**config.mk**
```make
export PLATFORM = sky130hd
export DESIGN_NAME = avr_flash_arbiter
export DESIGN_NICKNAME = d
export VERILOG_FILES = /design/src/rtl/avr_flash_arbiter_pkg.sv /design/src/rtl/avr_flash_loader_port.sv /design/src/rtl/avr_flash_arbiter.sv
export SDC_FILE = /design/constraint.sdc
export NUM_CORES = 1
export LEC_CHECK = 0
export CORE_MARGIN = 1
export CORE_UTILIZATION = 29
export CTS_CLUSTER_DIAMETER = 30
export DETAILED_ROUTE_END_ITERATION = 12
export GPL_TIMING_DRIVEN = 0
export SKIP_CTS_REPAIR_TIMING = 1
export SYNTH_ARGS = -nofsm -noshare
export SYNTH_HDL_FRONTEND = slang
export SYNTH_SLANG_ARGS = --single-unit
```
**constraint.sdc**
```tcl
create_clock -name clock -period 2.7 [get_ports clock]
set_input_delay 0.405 -clock clock [delete_from_list [all_inputs] [get_ports clock]]
set_output_delay 0.405 -clock clock [all_outputs]
set_load 0.005 [all_outputs]
```
**src/rtl/avr_flash_arbiter_pkg.sv**
```systemverilog
// Shared types and defaults for the AVR program-memory arbiter.
package avr_flash_arbiter_pkg;

    localparam int unsigned AW_DEF       = 9;
    localparam int unsigned DW_DEF       = 16;
    localparam int unsigned BOOT_CYC_DEF = 4;
    localparam int unsigned SUM_W        = 16;

    typedef enum logic [1:0] {
        ST_BOOT = 2'd0,
        ST_RUN  = 2'd1,
        ST_LPM  = 2'd2,
        ST_LOAD = 2'd3
    } arb_state_e;

    // LPM byte select: bit 0 of the byte address picks the high byte
    function automatic logic [7:0] lpm_byte(input logic [15:0] word, input logic hi);
        return hi ? word[15:8] : word[7:0];
    endfunction

endpackage

```
**src/rtl/avr_flash_loader_port.sv**
```systemverilog
// Loader-side handshake: one access per ack, read-data capture and write checksum.
module avr_flash_loader_port
    import avr_flash_arbiter_pkg::*;
#(
    parameter int unsigned DW = DW_DEF
) (
    input  logic             clock,
    input  logic             reset,
    input  logic             active_i,
    input  logic             sum_clr_i,
    input  logic             ld_req_i,
    input  logic             ld_we_i,
    input  logic [DW-1:0]    ld_wdata_i,
    input  logic [DW-1:0]    mem_rdata_i,
    output logic             ld_ack_o,
    output logic [DW-1:0]    ld_rdata_o,
    output logic [SUM_W-1:0] ld_sum_o,
    output logic             mem_we_o
);

    logic             ld_ack_q, ld_ack_d;
    logic [DW-1:0]    ld_rdata_q, ld_rdata_d;
    logic [SUM_W-1:0] ld_sum_q, ld_sum_d;
    logic             accept;

    // A request still high during its own ack cycle must not be served twice
    assign accept   = active_i && ld_req_i && !ld_ack_q;
    assign mem_we_o = accept && ld_we_i;

    always_comb begin
        ld_ack_d   = accept;
        ld_rdata_d = ld_rdata_q;
        ld_sum_d   = ld_sum_q;
        if (sum_clr_i) begin
            ld_sum_d = '0;
        end else if (accept && ld_we_i) begin
            ld_sum_d = ld_sum_q + SUM_W'(ld_wdata_i);
        end
        if (accept && !ld_we_i) begin
            ld_rdata_d = mem_rdata_i;
        end
    end

    always_ff @(posedge clock) begin
        if (reset) begin
            ld_ack_q   <= 1'b0;
            ld_rdata_q <= '0;
            ld_sum_q   <= '0;
        end else begin
            ld_ack_q   <= ld_ack_d;
            ld_rdata_q <= ld_rdata_d;
            ld_sum_q   <= ld_sum_d;
        end
    end

    assign ld_ack_o   = ld_ack_q;
    assign ld_rdata_o = ld_rdata_q;
    assign ld_sum_o   = ld_sum_q;

endmodule

```
**src/rtl/avr_flash_arbiter.sv**
```systemverilog
// Shares AVR program RAM between instruction fetch, LPM reads and the boot loader;
// stalls the core while memory is busy and resets it after every load.
module avr_flash_arbiter
    import avr_flash_arbiter_pkg::*;
#(
    parameter int unsigned AW       = AW_DEF,
    parameter int unsigned DW       = DW_DEF,
    parameter int unsigned BOOT_CYC = BOOT_CYC_DEF
) (
    input  logic             clock,
    input  logic             reset,
    input  logic [AW-1:0]    cpu_pc,
    output logic [DW-1:0]    cpu_flash,
    output logic             cpu_locked,
    output logic             cpu_reset,
    input  logic             lpm_req,
    input  logic [AW:0]      lpm_addr,
    output logic             lpm_ack,
    output logic [7:0]       lpm_data,
    input  logic             ld_hold,
    input  logic             ld_req,
    input  logic             ld_we,
    input  logic [AW-1:0]    ld_addr,
    input  logic [DW-1:0]    ld_wdata,
    output logic             ld_ack,
    output logic [DW-1:0]    ld_rdata,
    output logic [SUM_W-1:0] ld_sum,
    output logic [AW-1:0]    mem_addr,
    output logic             mem_we,
    output logic [DW-1:0]    mem_wdata,
    input  logic [DW-1:0]    mem_rdata
);

    localparam int unsigned   CW          = (BOOT_CYC > 1) ? $clog2(BOOT_CYC) : 1;
    localparam logic [CW-1:0] BOOT_RELOAD = CW'(BOOT_CYC - 1);

    arb_state_e    state_q, state_d;
    logic [CW-1:0] boot_cnt_q, boot_cnt_d;
    logic          lpm_ack_q;
    logic [7:0]    lpm_data_q, lpm_data_d;
    logic          load_active;
    logic          sum_clr;

    always_ff @(posedge clock) begin
        if (reset) begin
            state_q    <= ST_BOOT;
            boot_cnt_q <= BOOT_RELOAD;
            lpm_ack_q  <= 1'b0;
            lpm_data_q <= '0;
        end else begin
            state_q    <= state_d;
            boot_cnt_q <= boot_cnt_d;
            lpm_ack_q  <= (state_q == ST_LPM);
            lpm_data_q <= lpm_data_d;
        end
    end

    // Next state, address mux and LPM byte capture
    always_comb begin
        state_d    = state_q;
        boot_cnt_d = boot_cnt_q;
        lpm_data_d = lpm_data_q;
        mem_addr   = '0;
        case (state_q)
            ST_BOOT: begin
                if (ld_hold) begin
                    state_d = ST_LOAD;
                end else if (boot_cnt_q == '0) begin
                    state_d = ST_RUN;
                end else begin
                    boot_cnt_d = boot_cnt_q - CW'(1);
                end
            end
            ST_RUN: begin
                mem_addr = cpu_pc;
                if (ld_hold) begin
                    state_d = ST_LOAD;
                end else if (lpm_req && !lpm_ack_q) begin
                    state_d = ST_LPM;
                end
            end
            ST_LPM: begin
                mem_addr   = lpm_addr[AW:1];
                lpm_data_d = lpm_byte(16'(mem_rdata), lpm_addr[0]);
                state_d    = ST_RUN;
            end
            ST_LOAD: begin
                mem_addr = ld_addr;
                if (!ld_hold) begin
                    state_d    = ST_BOOT;
                    boot_cnt_d = BOOT_RELOAD;
                end
            end
            default: state_d = ST_BOOT;
        endcase
    end

    // New accesses only while the loader still holds memory; reset aborts the access
    assign load_active = (state_q == ST_LOAD) && ld_hold && !reset;
    assign sum_clr     = (state_q != ST_LOAD) && (state_d == ST_LOAD);

    avr_flash_loader_port #(
        .DW(DW)
    ) u_loader_port (
        .clock      (clock),
        .reset      (reset),
        .active_i   (load_active),
        .sum_clr_i  (sum_clr),
        .ld_req_i   (ld_req),
        .ld_we_i    (ld_we),
        .ld_wdata_i (ld_wdata),
        .mem_rdata_i(mem_rdata),
        .ld_ack_o   (ld_ack),
        .ld_rdata_o (ld_rdata),
        .ld_sum_o   (ld_sum),
        .mem_we_o   (mem_we)
    );

    assign mem_wdata  = ld_wdata;
    assign cpu_flash  = mem_rdata;
    assign cpu_locked = (state_q == ST_RUN);
    assign cpu_reset  = (state_q == ST_BOOT);
    assign lpm_ack    = lpm_ack_q;
    assign lpm_data   = lpm_data_q;

endmodule

```
After elaboration in Yosys (flattened, before gate mapping)
Cells that the tools add are included. W data, S select, Z words.

Output and inout port bits: 86. Bits in registers: 46. Word-level logic and storage cells: 46.

Equality and inequality tests: 8. Muxes and demuxes: 12. Reduce and logical (&&, ||, !) cells: 17. $add $sub $neg: 2.

Operator list (number): $pmux W9 S3 (1); $add A16 B16 Y16 (1); $mux W2 (8); $logic_and A1 B1 Y1 (8); $mux W8 (1); $ne A2 B2 Y1 const B (4); $pmux W2 S4 (1); $eq A2 B2 Y1 const B (3); $logic_not A1 Y1 (4); $logic_not A2 Y1 (2); $pmux W2 S2 (1); $reduce_and A4 Y1 (1); $eq A2 B1 Y1 const B (1); $reduce_bool A2 Y1 (1); $reduce_or A2 Y1 (1); $sub A2 B1 Y2 const B (1).

Depth between registers and ports, before layout
Depth after elaboration: 8. Depth in mapped cells: 8. Gate-level depth less buffers: 8.

Modules after synthesis
A second synthesis with hierarchy kept.

Cell total of the unflattened synthesis: 355. Area total of the unflattened synthesis: 3011.6 um2.

Modules (own cells, without submodules): avr_flash_loader_port (cells each 234, instances 1, area each 1863.0 um2); avr_flash_arbiter (cells each 121, instances 1, area each 1148.6 um2).

Worst setup path after synthesis
OpenSTA, ideal clock, no wires.

Path type: input -> register. Start: input port ld_wdata[0]. End: register u_loader_port.ld_sum_q[12] (netlist: u_loader_port.ld_sum_o[12]). Path buffers: 0. Cell stages on the path: 8. Arrival time: 2.125 ns. Setup slack: 0.455 ns. Setup time: 0.120 ns. Cells stage by stage: ha_1 -> fa_1 -> a21oi_1 -> o22ai_1 -> a221o_1 -> a311oi_1 -> or4_1 -> nand3_1.

Cells in the longest elaborated chain, start to end: 1.

RTL lines: from (decl) (line avr_flash_arbiter.sv:24) `input logic [DW-1:0] ld_wdata,`; $add A16 B16 Y16 (line avr_flash_loader_port.sv:37) `ld_sum_d = ld_sum_q + SUM_W'(ld_wdata_i);`; to (signal assigned) (line avr_flash_loader_port.sv:52) `ld_sum_q <= ld_sum_d;`; to (decl) (line avr_flash_loader_port.sv:23) `logic [SUM_W-1:0] ld_sum_q, ld_sum_d;`.

Every way passes these cells. A chain may end at the register's enable or synchronous reset.

Worst setup path after layout
Start: input port reset. End: output port mem_we.

Cells in the longest elaborated chain, start to end: 5.

RTL lines: from (decl) (line avr_flash_arbiter.sv:11) `input logic reset,`; $logic_not A1 Y1 (line avr_flash_arbiter.sv:99) `assign load_active = (state_q == ST_LOAD) && ld_hold && !reset;`; $logic_and A1 B1 Y1 (line avr_flash_arbiter.sv:99); $logic_and A1 B1 Y1 (2 in series) (line avr_flash_loader_port.sv:27) `assign accept = active_i && ld_req_i && !ld_ack_q;`; $logic_and A1 B1 Y1 (line avr_flash_loader_port.sv:28) `assign mem_we_o = accept && ld_we_i;`; to (decl) (line avr_flash_arbiter.sv:29) `output logic mem_we,`.

Every way passes these cells.

==> results.md <==
* CTS H-Tree Depth at 2
* Switching power at 0.000427 W
* VDD IR max at 0.000201 V
* Max Freq at between 300 and 400 MHz
* Pint at 0.00117 W
* Worst skew pair latency at ~0.30 ns
* Post-route cell area at 4780 um2
* Total Power at 0.00160 W
* CTS Buffer Depth at 2
* Critical R2R Launch: u_loader_port.ld_sum_o[0]
* CP top delay family: buffers and inverters
* Synth top area share at 30.8%
* Net Sw Frac at between 20% and 30%
* Wire per inst at 14.9 um
* Share of cells above drive strength 1 at 13.5%
* Layout Skew at 0.0112 ns
* Combinational share of power at 27.2%
* Sink Count at 46
* Antenna cells at 0
* Gr usage total at 18.0%
* Synth area leader: dfxtp_1
* Worst slew margin at 61.0%
* Boundary pin count at 152
* Top cell by count, worst path: clkdlybuf4s50_1
* Worst-margin pin slew at about 0.6 ns
* Post-synth ARST share at 0%
* Routed vias at just over 3k
* Final hold violation count at 0
* Total grt overflow at 0
* DRT iter0 DRCs at 97
* Setup ws final at 0.119 ns
* Setup crit end kind: primary output
* Crit path max-delay cell type: clkdlybuf4s50_1
* PwrDens at approximately 330 nW/um2
* Root Buffer: clkbuf_8
* Pleak at ~1.9 nW
* Critical path origin: reset
* Worst EP required at 2.30 ns
* Final antenna-violating net count at 0
* Row count at 36
* Fin Hold WS at 0.477 ns
* Crit Path Max Fanout at 10
* Port buffer count at 150
* Post-Synthesis Cells at around 350
* Die X-Extent at 104 um
* Clock transition at path regs at roughly 0.080 ns
* Worst Min Path Start: u_loader_port.ld_sum_o[0]
* Seq cells post-synth at 46
* Synth top area cells: dfxtp_1 31%, mux2i_1 9.4%, buf_4 8.5%
* CTS tree: done
* Buf/Inv on CP at 4
* Syn avg cell area at ~8.6 um2
* Hold WC Path Type: reg2reg
* Final #Nets at 587
* RSZ-0062 raised after global routing: no
* Cell chain of the critical path: clkdlybuf4s50_1 > and4b_1 > nand4b_1 > clkinv_1 > clkbuf_4 > clkdlybuf4s50_1
* Num CTS Buffers at 5
* Sequential element share of the synthesized area at 30.8%
* DRT Wirelength at 9490 um
* HPWL after detailed placement at 7470 um
* Commonest cells post-synth: 46 x dfxtp_1, 39 x nor2_1, 34 x buf_4
* Die Area at roughly 11,000 um2
* Min Tclk post-route at 2.58 ns
* Initial core utilization at 30.3%
* Largest net degree at the start of global routing at 15
* Status: finished clean
* Critical Path AT at 2.18 ns
* First-pass GRT wire length at 15,700 um
* Area grow syn2layout at 60.0%
* Max Slew Vio Count at 0
* DRC errors left at 0
* Drt first pass iters at 4
* Core Region at 9860 um2
* Tcrit/Tclk final at between 90 and 100%
* Vias in the first global route at 3,084
* Final setup fails at 0
* Startpoint types: input port
* Post-synth top flop: dfxtp_1
* Reg power frac at between 40 and 50%
* Post-synth EDFFs at 0
* R2R Setup Slk at 0.39 ns
* Critical path class: in2out
* Final cell count without fillers at around 640
* Clock power share at 28.8%
* Ys Warns at 0
* Netlist Area Pre-Place at 2990 um2
* Inst Count DP at 629
* DP Area at 4660 um2
* # Max-Cap Violations at 0
* GP Congestion at 0.797
* Largest stage delay, worst path at about 0.52 ns
* Pre-CTS setup slack at -0.277 ns
* Initial antenna violation count at 0
* Most frequent cell after synthesis: dfxtp_1
* Post-synth cell types at between 50 and 60
* Syn_nets at about 430
* Die Ht at 104 um
* DR vias/cell at 4.76
==> power groups by stage <==
stage	Sequential (W)	Combinational (W)	Clock [W]
finish	0.000703	0.000434	0.000460
global route	0.000706	0.000470	0.000504
CTS	0.000703	0.000436	0.000484
detailed placement	0.000719	0.000434	0
global placement	0.000718	0.000431	0
floorplan	0.000719	0.000180	0
==> logic make-up (layout without fill, tap and decap cells) <==
logic type | count (synthesis) | after routing | share of synthesized area (%)
flops | 46 | 46 | 30.8
mux | 37 | 37 | 12.8
simple gates | 109 | 109 | 17.7
compound gates | 71 | 71 | 17.1
fa+ha+maj | 17 | 17 | 7.37
xor+xnor | 6 | 6 | 1.76
buf+inv | 60 | 219 | 12.5
==> cell usage in the layout, fill, tap and decap left out, types with 16 or more instances in the layout <==
cell / instances
clkdlybuf4s50_1: 149
dfxtp_1: 46
nor2_1: 38
buf_4: 35
mux2i_1: 28
nand2_1: 17
a21oi_1: 17
nand3_1: 17
ha_1: 16
==> worst paths after layout <==
kind | end | depth (start not counted)
max | mem_we | 6
max reg2reg | u_loader_port.ld_sum_o[12] | 8
min reg2reg | u_loader_port.ld_sum_o[0] | 2
min | u_loader_port.ld_sum_o[0] | 2
==> registers in the layout, indices dropped and copies added, names as in the netlist <==
name,cells
u_loader_port.ld_sum_o,16
boot_cnt_q,2
u_loader_port.ld_ack_o,1
lpm_data,8
state_q,2
u_loader_port.ld_rdata_o,16
lpm_ack,1
==> through the flow <==
stage	utilization (%)	setup TNS (ns)
2_1_floorplan	-	0
3_3_place_gp	47.2	-0.432
3_5_place_dp	47.2	-0.448
4_1_cts	48.2	-1.56
5_1_grt	48.5	0
6_report	48.5	0
==> per-layer routing <==
layer	vias to the layer above	share of wire [%]	global-route usage, %
met3	6	9.7	7.05
met2	118	45	28.9
met1	1381	45	22.6
li1	1534	-	-
met5	-	0	0
met4	0	0.75	3.83
==> cell type report <==
class / instances / area [um2]
Clock inverter: 2 / 12.5
Timing Repair Buffer: 151 / 1510
Tap cell: 133 / 166
Inverter: 8 / 30.0
Buffer: 52 / 349
Fill cell: 948 / 5080
Multi-Input combinational cell: 240 / 1710
Clock buffer: 6 / 82.6
Sequential cell: 46 / 921
==> worst min-delay path, cell delays in order (launching register included) <==
cell	delay, ns
dfxtp_1	0.33
nand2_1	0.05
a21oi_1	0.05
(Power assumes the default switching activity.)
